$ cat src/rtl/pipe_pkg.sv
// Shared constants and types for the parametrised pipeline register chain.
package pipe_pkg;

  localparam int NSTAGE_MIN = 2;
  localparam int NSTAGE_MAX = 8;

  // Width needed to count 0..n valid stages.
  function automatic int occW(input int n);
    return $clog2(n + 1);
  endfunction

  // Default payload bundle of the 5-stage core.
  typedef struct packed {
    logic [31:0] instr;
    logic [31:0] pc;
    logic [15:0] ctrl;
    logic [31:0] rs1Val;
    logic [31:0] rs2Val;
  } corePayload_t;

endpackage

$ cat src/rtl/pipe_stage_reg.sv
// One pipeline stage register: valid + payload with flush > hold > bubble > advance priority.
module pipe_stage_reg #(
  parameter int WIDTH = 64
) (
  input  logic             clk,
  input  logic             reset,
  input  logic             flush,
  input  logic             hold,
  input  logic             upHold,
  input  logic             upValid,
  input  logic [WIDTH-1:0] upData,
  output logic             valid,
  output logic [WIDTH-1:0] data,
  output logic             nxtValid
);

  logic [WIDTH-1:0] nxtData;

  // A bubble or flush only clears valid; leaving data alone saves the payload enables.
  always_comb begin
    nxtValid = valid;
    nxtData  = data;
    if (flush)       nxtValid = 1'b0;
    else if (hold)   nxtValid = valid;
    else if (upHold) nxtValid = 1'b0;
    else begin
      nxtValid = upValid;
      nxtData  = upData;
    end
  end

  always_ff @(posedge clk) begin
    if (reset) begin
      valid <= 1'b0;
      data  <= '0;
    end else begin
      valid <= nxtValid;
      data  <= nxtData;
    end
  end

endmodule

$ cat src/rtl/pipe_ctrl_chain.sv
// NSTAGE-deep pipeline register chain with stall backpressure, flush and bubble insertion.
// Define PIPE_PERF_CNT_EN to add stall/bubble/flush performance counters.
module pipe_ctrl_chain
  import pipe_pkg::*;
#(
  parameter int NSTAGE = 4,
  parameter int WIDTH  = 64,
  parameter int CNT_W  = 32
) (
  input  logic                      clk,
  input  logic                      reset,
  input  logic                      in_valid,
  input  logic [WIDTH-1:0]          in_data,
  output logic                      in_ready,
  input  logic [NSTAGE-1:0]         stall,
  input  logic [NSTAGE-1:0]         flush,
  output logic                      out_valid,
  output logic [WIDTH-1:0]          out_data,
  output logic [NSTAGE-1:0]         stage_valid,
  output logic [occW(NSTAGE)-1:0]   occupancy
`ifdef PIPE_PERF_CNT_EN
  ,
  output logic [CNT_W-1:0]          stall_cycles,
  output logic [CNT_W-1:0]          bubble_cycles,
  output logic [CNT_W-1:0]          flush_events
`endif
);

  localparam int OCC_W = occW(NSTAGE);

  if (NSTAGE < NSTAGE_MIN || NSTAGE > NSTAGE_MAX || CNT_W < 1) begin : gBadParam
    $error("pipe_ctrl_chain: parameter out of range");
  end

  logic [NSTAGE-1:0]            hold;
  logic [NSTAGE-1:0]            nxtValid;
  logic [NSTAGE-1:0][WIDTH-1:0] stageData;
  logic [OCC_W-1:0]             occNxt;

  // A stall freezes its own stage and everything upstream of it.
  always_comb begin
    logic acc;
    hold = '0;
    acc  = 1'b0;
    for (int k = NSTAGE - 1; k >= 0; k--) begin
      acc     = acc | stall[k];
      hold[k] = acc;
    end
  end

  assign in_ready  = reset | ~hold[0];
  assign out_valid = stage_valid[NSTAGE-1];
  assign out_data  = stageData[NSTAGE-1];

  for (genvar k = 0; k < NSTAGE; k++) begin : gStage
    logic             upHold;
    logic             upValid;
    logic [WIDTH-1:0] upData;
    if (k == 0) begin : gHead
      assign upHold  = 1'b0;
      assign upValid = in_valid;
      assign upData  = in_data;
    end else begin : gBody
      assign upHold  = hold[k-1];
      assign upValid = stage_valid[k-1];
      assign upData  = stageData[k-1];
    end

    pipe_stage_reg #(.WIDTH(WIDTH)) uReg (
      .clk      (clk),
      .reset    (reset),
      .flush    (flush[k]),
      .hold     (hold[k]),
      .upHold   (upHold),
      .upValid  (upValid),
      .upData   (upData),
      .valid    (stage_valid[k]),
      .data     (stageData[k]),
      .nxtValid (nxtValid[k])
    );
  end

  // Occupancy is the popcount of the valid vector being loaded on this edge.
  always_comb begin
    occNxt = '0;
    for (int k = 0; k < NSTAGE; k++) occNxt = occNxt + OCC_W'(nxtValid[k]);
  end

  always_ff @(posedge clk) begin
    if (reset) occupancy <= '0;
    else       occupancy <= occNxt;
  end

`ifdef PIPE_PERF_CNT_EN
  always_ff @(posedge clk) begin
    if (reset) begin
      stall_cycles  <= '0;
      bubble_cycles <= '0;
      flush_events  <= '0;
    end else begin
      if (|stall)     stall_cycles  <= stall_cycles + CNT_W'(1);
      if (!out_valid) bubble_cycles <= bubble_cycles + CNT_W'(1);
      if (|flush)     flush_events  <= flush_events + CNT_W'(1);
    end
  end
`endif

endmodule

$ cat config.mk
export PLATFORM = sky130hd
export DESIGN_NAME = pipe_ctrl_chain
export DESIGN_NICKNAME = d
export VERILOG_FILES = /design/src/rtl/pipe_pkg.sv /design/src/rtl/pipe_stage_reg.sv /design/src/rtl/pipe_ctrl_chain.sv
export SDC_FILE = /design/constraint.sdc
export NUM_CORES = 1
export LEC_CHECK = 0
export CAP_MARGIN = 20
export CORE_MARGIN = 1.5
export CORE_UTILIZATION = 53
export CTS_BUF_LIST = sky130_fd_sc_hd__clkbuf_8 sky130_fd_sc_hd__clkbuf_16
export CTS_CLUSTER_DIAMETER = 30
export DETAILED_ROUTE_END_ITERATION = 16
export PLACE_DENSITY = 0.83
export SETUP_SLACK_MARGIN = 0.15
export SLEW_MARGIN = 25
export SYNTH_ARGS = -nofsm -noshare
export SYNTH_HDL_FRONTEND = slang
export SYNTH_SLANG_ARGS = --single-unit
$ cat constraint.sdc
create_clock -name clk -period 4.9 [get_ports clk]
set_clock_uncertainty 0.1 [all_clocks]
set_input_delay 0.98 -clock clk [delete_from_list [all_inputs] [get_ports clk]]
set_output_delay 0.98 -clock clk [all_outputs]
set_load 0.05 [all_outputs]
After elaboration in Yosys (flattened, before gate mapping)
Index checks and enable logic that the tools add are counted.
{"block": "totals", "in_bits": 75, "out_inout_bits": 73, "ff_bits": 263, "word_cells": 39}
{"block": "classes", "n_reduce_logical": 4, "add_sub_neg": 3, "mux": 11, "n_bitwise": 12}
{"op": "1-bit 2-to-1 mux", "n": 11}
{"op": "3-bit AND reduction", "n": 3}
{"op": "1-bit inverter", "n": 8}
{"op": "1-bit OR", "n": 4}
{"op": "2-bit by 1-bit adder with 3-bit output", "n": 1}
{"op": "3-bit by 1-bit adder with 3-bit output", "n": 1}
{"op": "1-bit by 1-bit adder with 2-bit output", "n": 1}
{"op": "2-bit AND reduction", "n": 1}

Depth between registers and ports, before layout
Gate-level depths: netlist of the first run.
{"block": "depth", "ltp_word": 9, "depth_mapped": 11, "ltp_nobuf": 8}

By module
Synthesis of the first run repeated with hierarchy kept, for this count alone.
{"block": "unflattened", "cells_unflattened": 1263, "area_unflattened_um2": 12440.7}
{"mod": "pipe_stage_reg", "area_per_inst_um2": 3057.9, "instances": 4, "cells_each": 310, "seq_area_each_um2": 1301.2}
{"mod": "pipe_ctrl_chain", "area_per_inst_um2": 209.0, "instances": 1, "cells_each": 23, "seq_area_each_um2": 60.1}

Least setup slack after synthesis of the first run
No wires, ideal clock.
{"block": "synth_path", "kind": "input-to-reg", "start": "in stall[3]", "end": "reg occupancy[1]", "t_required_ps": 4673, "path_slack_ps": 1519, "path_buffers": 3, "setup_time_ps": 127, "path_stages": 11, "arrival_time_ps": 3155, "path_cell_list": "buf_6 or4_4 buf_6 clkbuf_1 nor2_1 a21oi_1 fa_1 inv_1 ha_1 ha_1 nor2b_1"}
{"block": "synth_via", "elab_chain_cells": 9, "elab_cells_between_ends": 17, "cone_classes": "add/sub (3); mux (11); bitwise (3)"}
{"element": "from (decl)", "line": "pipe_ctrl_chain.sv:15", "text": "input logic [NSTAGE-1:0] stall,"}
{"element": "1-bit OR (3 in a row)", "line": "pipe_ctrl_chain.sv:46", "text": "acc = acc | stall[k];"}
{"element": "1-bit 2-to-1 mux", "line": "pipe_stage_reg.sv:25", "text": "else if (upHold) nxtValid = 1'b0;"}
{"element": "1-bit 2-to-1 mux", "line": "pipe_stage_reg.sv:24", "text": "else if (hold) nxtValid = valid;"}
{"element": "1-bit 2-to-1 mux", "line": "pipe_stage_reg.sv:23", "text": "if (flush) nxtValid = 1'b0;"}
{"element": "1-bit by 1-bit adder with 2-bit output", "line": "pipe_ctrl_chain.sv:86", "text": "for (int k = 0; k < NSTAGE; k++) occNxt = occNxt + OCC_W'(nxtValid[k]);"}
{"element": "2-bit by 1-bit adder with 3-bit output", "line": "pipe_ctrl_chain.sv:86"}
{"element": "3-bit by 1-bit adder with 3-bit output (*)", "line": "pipe_ctrl_chain.sv:86"}
{"element": "net occNxt[1]", "line": "pipe_ctrl_chain.sv:38", "text": "logic [OCC_W-1:0] occNxt;"}
{"element": "to (signal assigned)", "line": "pipe_ctrl_chain.sv:91", "text": "else occupancy <= occNxt;"}
{"element": "to (decl)", "line": "pipe_ctrl_chain.sv:20", "text": "output logic [occW(NSTAGE)-1:0] occupancy"}
The timed path passes the listed nets; every way through them passes the cells marked *.
A chain may end at the register's enable or synchronous reset.

Worst setup path after layout of the first run
{"block": "layout_path", "start": "in stall[3]", "end": "out in_ready"}
{"block": "layout_via", "elab_chain_cells": 5}
{"element": "1-bit OR (3 in a row)", "line": "pipe_ctrl_chain.sv:46"}
{"element": "1-bit inverter (no line)"}
{"element": "1-bit OR", "line": "pipe_ctrl_chain.sv:51", "text": "assign in_ready = reset | ~hold[0];"}
{"element": "to (decl)", "line": "pipe_ctrl_chain.sv:14", "text": "output logic in_ready,"}
No other way between the ends.

==> impl_metrics.json, run 1 <==
{
  "ios": 148,
  "startpoint_type": "input pin",
  "stdcell_area_um2": 13100,
  "core_um2": 18700,
  "drive_gt1_share_pct": 7.89,
  "clk_pin_slew_ps": 50,
  "p_total_mw": 5.49,
  "maxCapViolations": 0,
  "holdBufCountCts": 0,
  "fill_cells": 1433,
  "place.detailed.hpwl_um": 13400,
  "rsz0062_at_grt": "no",
  "syn_nets": 1239,
  "seqPwrFrac_pct": 39.2,
  "port_buffers": 147,
  "drt_iter0_drc": 516,
  "hold_viol_final": 0,
  "worst_hold_path.num_cells": 2,
  "drc": 0,
  "clock_path_buffers": 3,
  "h-tree-depth": 2,
  "fmax_mhz": 258,
  "layout_commonest_cell": "dfxtp_1",
  "drt-wirelength-per-cell_um": 14.7,
  "gp_congestion": 0.759,
  "grt_pass1_vias": 7557,
  "r2r_setup_slack_ps": 2550,
  "power.switching_mw": 1.17,
  "placed_area_um2": 11500,
  "reg2reg_from": "gStage[2].uReg.valid",
  "cp-end-kind": "primary output",
  "yosys_warnings": 0,
  "ir_drop_v": 0.000241,
  "dieArea_um2": 19900,
  "nets": 1349,
  "crit_arrival_ps": 2800,
  "first_pass_iters": 4,
  "synth_edf_count": 0,
  "status": "completed",
  "holdWs_ps": 340,
  "cts_resized": 0,
  "power_density_nw_per_um2": 421,
  "synth_cells": 1161,
  "track_usage_pct": 22.7,
  "period_share_pct": 79.2,
  "cts_root_buffer": "clkbuf_16",
  "ant_nets": 0,
  "crit_fanout": 33,
  "gr-total-overflow": 0,
  "min_path_type": "reg2reg",
  "async_flop_share_pct": 0,
  "p_int_mw": 4.32,
  "min_period_ps": 3880,
  "die-height_um": 141,
  "die-width_um": 141,
  "total_leakage_power_nw": 4.46,
  "fin_util_pct": 69.8,
  "synth.distinct_cells": 32,
  "worstReg2RegEnd": "occupancy[1]",
  "path_class": "in2out",
  "num_vias": 7890,
  "endpoint": "in_ready",
  "worstPathRequired_ps": 3820,
  "seq_area_frac_synth_pct": 52.1,
  "slew_headroom_pct": 34.7,
  "areaGrowthSynthToFinish_pct": 29.1,
  "syn_area_um2": 10100,
  "drt-vias-per-instance": 5.12,
  "clock_latency_ps": 520,
  "synth_seq_cells": 263,
  "setup-tns-final_ps": 0,
  "tightest_slew_ps": 980,
  "numCtsBuffers": 44,
  "startpoint": "stall[3]",
  "routed_wl_um": 22600,
  "avgSynthCellArea_um2": 8.70,
  "setup_viol": 0,
  "switching_share_pct": 21.3,
  "combPwrFrac_pct": 3.6,
  "antenna_found_initial": 2,
  "cts_tree": "yes",
  "clkPwrFrac_pct": 57.3,
  "r2r_cells": 7,
  "final_cell_mix": "dfxtp_1, nand2_1, clkdlybuf4s50_1, a21oi_1, nand2b_1",
  "rows": 50,
  "grt_start_max_net_pins": 117,
  "start_util_pct": 54.0,
  "synth_flop_cell": "dfxtp_1",
  "finalMaxSlewViolations": 0,
  "clock-sinks": 263,
  "grt_pass1_wl_um": 36700,
  "cts_setup_buffers": 0
}
worst min-delay path by stage:
stage                            start                      end  slack (ps)
2_1_floorplan   gStage[1].uReg.data[0]   gStage[2].uReg.data[0]         330
3_3_place_gp    gStage[1].uReg.data[9]   gStage[2].uReg.data[9]         330
3_5_place_dp   gStage[1].uReg.data[15]  gStage[2].uReg.data[15]         340
4_1_cts        gStage[1].uReg.data[28]  gStage[2].uReg.data[28]         340
5_1_grt        gStage[1].uReg.data[28]  gStage[2].uReg.data[28]         350
6_report       gStage[1].uReg.data[18]  gStage[2].uReg.data[18]         340
power groups by stage:
stage	registers [mW]	logic, mW	clock network (mW)
after detailed placement	2.19	0.195	0
after CTS	2.15	0.196	3.19
after floorplan	2.19	0.109	0
final	2.15	0.196	3.15
after global placement	2.19	0.195	0
after global routing	2.15	0.212	3.29
state kept, by name (all words and copies together) (netlist names):
name,count
gStage.uReg.valid,4
gStage.uReg.data,256
occupancy,3
cell usage after synthesis (all sizes together) (2+ instances only):
cell type,instances,area share (%)
a21oi,130,6.4
buf,18,2.0
clkbuf,78,2.9
dfxtp,263,52
ha,2,0.25
inv,2,0.074
mux2i,65,6.4
nand2,258,9.6
nand2b,130,8.0
nor2,4,0.31
nor2b,68,4.2
nor3,2,0.15
nor4,2,0.19
o21ai,129,6.4
or4,2,0.19
logic make-up (layout without fill, tap and decap cells):
family	count (synthesis)	after routing	synth area share, %
buffers and inverters	98	243	4.99
flip-flops	263	263	52.1
multiplexers	65	65	6.44
AO/OA/AOI/OAI	262	262	13.0
other	0	1	0
AND/OR/NAND/NOR	470	470	23.0
adder cells (fa/ha/maj)	3	3	0.446
stage by stage:
stage          std cells  setup slack (ps)
6_report            1541              1020
5_1_grt             1540               931
4_1_cts             1540              1040
3_5_place_dp        1459               744
3_3_place_gp        1459               840
2_1_floorplan       1161              1520
layout make-up:
cell class	instances	area, um^2	area share, %
Sequential cell	263	5270	40.3
Multi-Input combinational cell	800	4360	33.4
Timing Repair Buffer	160	1580	12.1
Clock buffer	47	1150	8.84
Clock inverter	34	394	3.02
Tap cell	234	293	2.24
Inverter	2	7.51	0.0575
Antenna cell	1	2.50	0.0192
per-layer routing:
metal / vias up / GRT usage (%) / part of all wire [%]
met4: 0 / 9.65 / 3.2
met1: 3613 / 27.8 / 42
met2: 195 / 39.1 / 49
met5: - / 0 / 0
met3: 52 / 4.52 / 5.5
li1: 4030 / - / -
worst max-delay path, cell delays in order:
cell and delay (ps):
clkdlybuf4s50_1 620, or4_4 830, nand2b_1 150, buf_4 210
Note: power is estimated with default switching activity, not from simulation.
==> run 2: changes to the inputs <==
==> constraint.sdc (replaced) <==
create_clock -name clk -period 4.1 [get_ports clk]
set_clock_uncertainty 0.1 [all_clocks]
set_input_delay 0.82 -clock clk [delete_from_list [all_inputs] [get_ports clk]]
set_output_delay 0.82 -clock clk [all_outputs]
set_load 0.05 [all_outputs]
==> run 2 against run 1 <==
Clock power rose by 20%. Count of clock-buffer cells in the layout fell by 2. Non-clock buffer count rose by 3.
==> impl_metrics.json, run 2 (synthesis gave the netlist of run 1 again) <==
{
  "reg.largest.list": "gStage.uReg.data (256), gStage.uReg.valid (4), occupancy (3)",
  "drt-vias-per-instance": 5.12,
  "core_um2": 18700,
  "rsz0062_at_grt": "no",
  "start_util_pct": 54.0,
  "gp_congestion": 0.789,
  "grt_pass1_vias": 7460,
  "hold_viol_final": 0,
  "crit_chain": "clkdlybuf4s50_1 -> or4_4 -> buf_4 -> nand2b_1 -> buf_12",
  "status": "completed",
  "numCtsBuffers": 42,
  "clock_latency_ps": 520,
  "cts_resized": 0,
  "drt_iter0_drc": 470,
  "die-width_um": 141,
  "drc": 0,
  "maxCapViolations": 0,
  "largest_register_ffs": 256,
  "fmax_mhz": 269,
  "ios": 148,
  "drive_gt1_share_pct": 7.82,
  "fill_cells": 1443,
  "crit_buf_inv": 3,
  "drt-wirelength-per-cell_um": 14.7,
  "gr-total-overflow": 0,
  "cp_top_family": "buffers and inverters",
  "ir_drop_v": 0.000268,
  "nets": 1350,
  "routed_wl_um": 22700,
  "areaGrowthSynthToFinish_pct": 29.6,
  "first_pass_iters": 4,
  "cts_root_buffer": "clkbuf_16",
  "setup-tns-final_ps": 0,
  "crit_arrival_ps": 2800,
  "grt_start_max_net_pins": 154,
  "crit_fanout": 66,
  "h-tree-depth": 2,
  "r2r_setup_slack_ps": 1760,
  "ant_nets": 0,
  "stdcell_count": 1540,
  "holdBufCountCts": 0,
  "die-height_um": 141,
  "max_stage_delay_ps": 620,
  "dieArea_um2": 19900,
  "tightest_slew_ps": 969,
  "cts_tree": "yes",
  "place.detailed.hpwl_um": 13200,
  "top_register": "gStage.uReg.data",
  "port_buffers": 147,
  "finalMaxSlewViolations": 0,
  "power_density_nw_per_um2": 503,
  "slowest_stage": "clkdlybuf4s50_1",
  "total_leakage_power_nw": 4.47,
  "path_class": "in2out",
  "track_usage_pct": 22.8,
  "num_vias": 7882,
  "slew_headroom_pct": 35.4,
  "setup_viol": 0,
  "grt_pass1_wl_um": 36900,
  "startpoint_type": "input pin",
  "clock_path_buffers": 3,
  "layout_commonest_cell": "dfxtp_1",
  "dp.cells": 1462,
  "worstPathRequired_ps": 3180,
  "clk_pin_slew_ps": 50,
  "final_cell_mix": "dfxtp_1, nand2_1, clkdlybuf4s50_1, a21oi_1, nand2b_1",
  "cts_setup_buffers": 0,
  "rows": 50,
  "clock-sinks": 263,
  "period_share_pct": 90.7,
  "min_path_type": "reg2reg",
  "cp-end-kind": "primary output",
  "min_period_ps": 3720,
  "antenna_found_initial": 2
}
==> run 2: cell count changes in the layout (fill, tap and decap cells not counted), sizes merged <==
cell | previous run | this run
clkbuf | 48 | 46
clkinv | 10 | 9
bufinv | 7 | 10
buf | 15 | 18
inv | 14 | 8
clkinvlp | 5 | 6
diode | 1 | 2
==> run 2: path summary, 6_finish.rpt <==
| check | startpoint | end | cells after the start |
|---|---|---|---|
| setup / recovery | stall[2] | in_ready | 5 |
| hold reg to reg | gStage[1].uReg.data[18] | gStage[2].uReg.data[18] | 2 |
| setup reg to reg | gStage[2].uReg.valid | occupancy[1] | 7 |
| hold / removal | gStage[1].uReg.data[18] | gStage[2].uReg.data[18] | 2 |
==> run 2: where the power goes <==
part | leakage, nW | switching (mW) | total, mW | internal [mW]
combinational | 1.60 | 0.131 | 0.240 | 0.109
clock | 0.749 | 1.21 | 3.77 | 2.56
sequential | 2.12 | 0.00234 | 2.57 | 2.57
==> run 2: cell type report <==
type / instances / area [um^2] / area share (%)
Antenna cell: 2 / 5.00 / 0.0382
Clock inverter: 31 / 443 / 3.38
Timing Repair Buffer: 163 / 1640 / 12.5
Multi-Input combinational cell: 800 / 4360 / 33.3
Clock buffer: 45 / 1090 / 8.34
Tap cell: 234 / 293 / 2.23
Sequential cell: 263 / 5270 / 40.2
Inverter: 2 / 7.51 / 0.0573
==> run 2: through the flow <==
| step | area [um^2] | utilization [%] | hold WS [ps] | setup WS (ps) | power [mW] |
|---|---|---|---|---|---|
| after floorplan | 10100 | - | 327 | 879 | 2.75 |
| after global placement | 11600 | 61.8 | 332 | 461 | 2.86 |
| after detailed placement | 11600 | 61.8 | 336 | 397 | 2.86 |
| after CTS | 13100 | 70.0 | 344 | 406 | 6.64 |
| after global routing | 13100 | 70.0 | 360 | 289 | 6.78 |
| final | 13100 | 70.0 | 341 | 381 | 6.59 |
==> run 2: per-layer routing <==
| layer | share of wire (%) | vias to the layer above | GRT usage, % | wire (um) |
|---|---|---|---|---|
| li1 | - | 4032 | - | - |
| met1 | 42 | 3606 | 27.4 | 9520 |
| met2 | 49 | 186 | 39.1 | 11000 |
| met3 | 5.5 | 58 | 4.62 | 1250 |
| met4 | 3.9 | 0 | 10.6 | 886 |
| met5 | 0 | - | 0 | 0 |
==> run 2: tightest hold or removal path: cells and delay by family, from the launching register on <==
kind	cells	cell delay, ps
simple gates	1	50
compound gates	1	50
flops	1	300
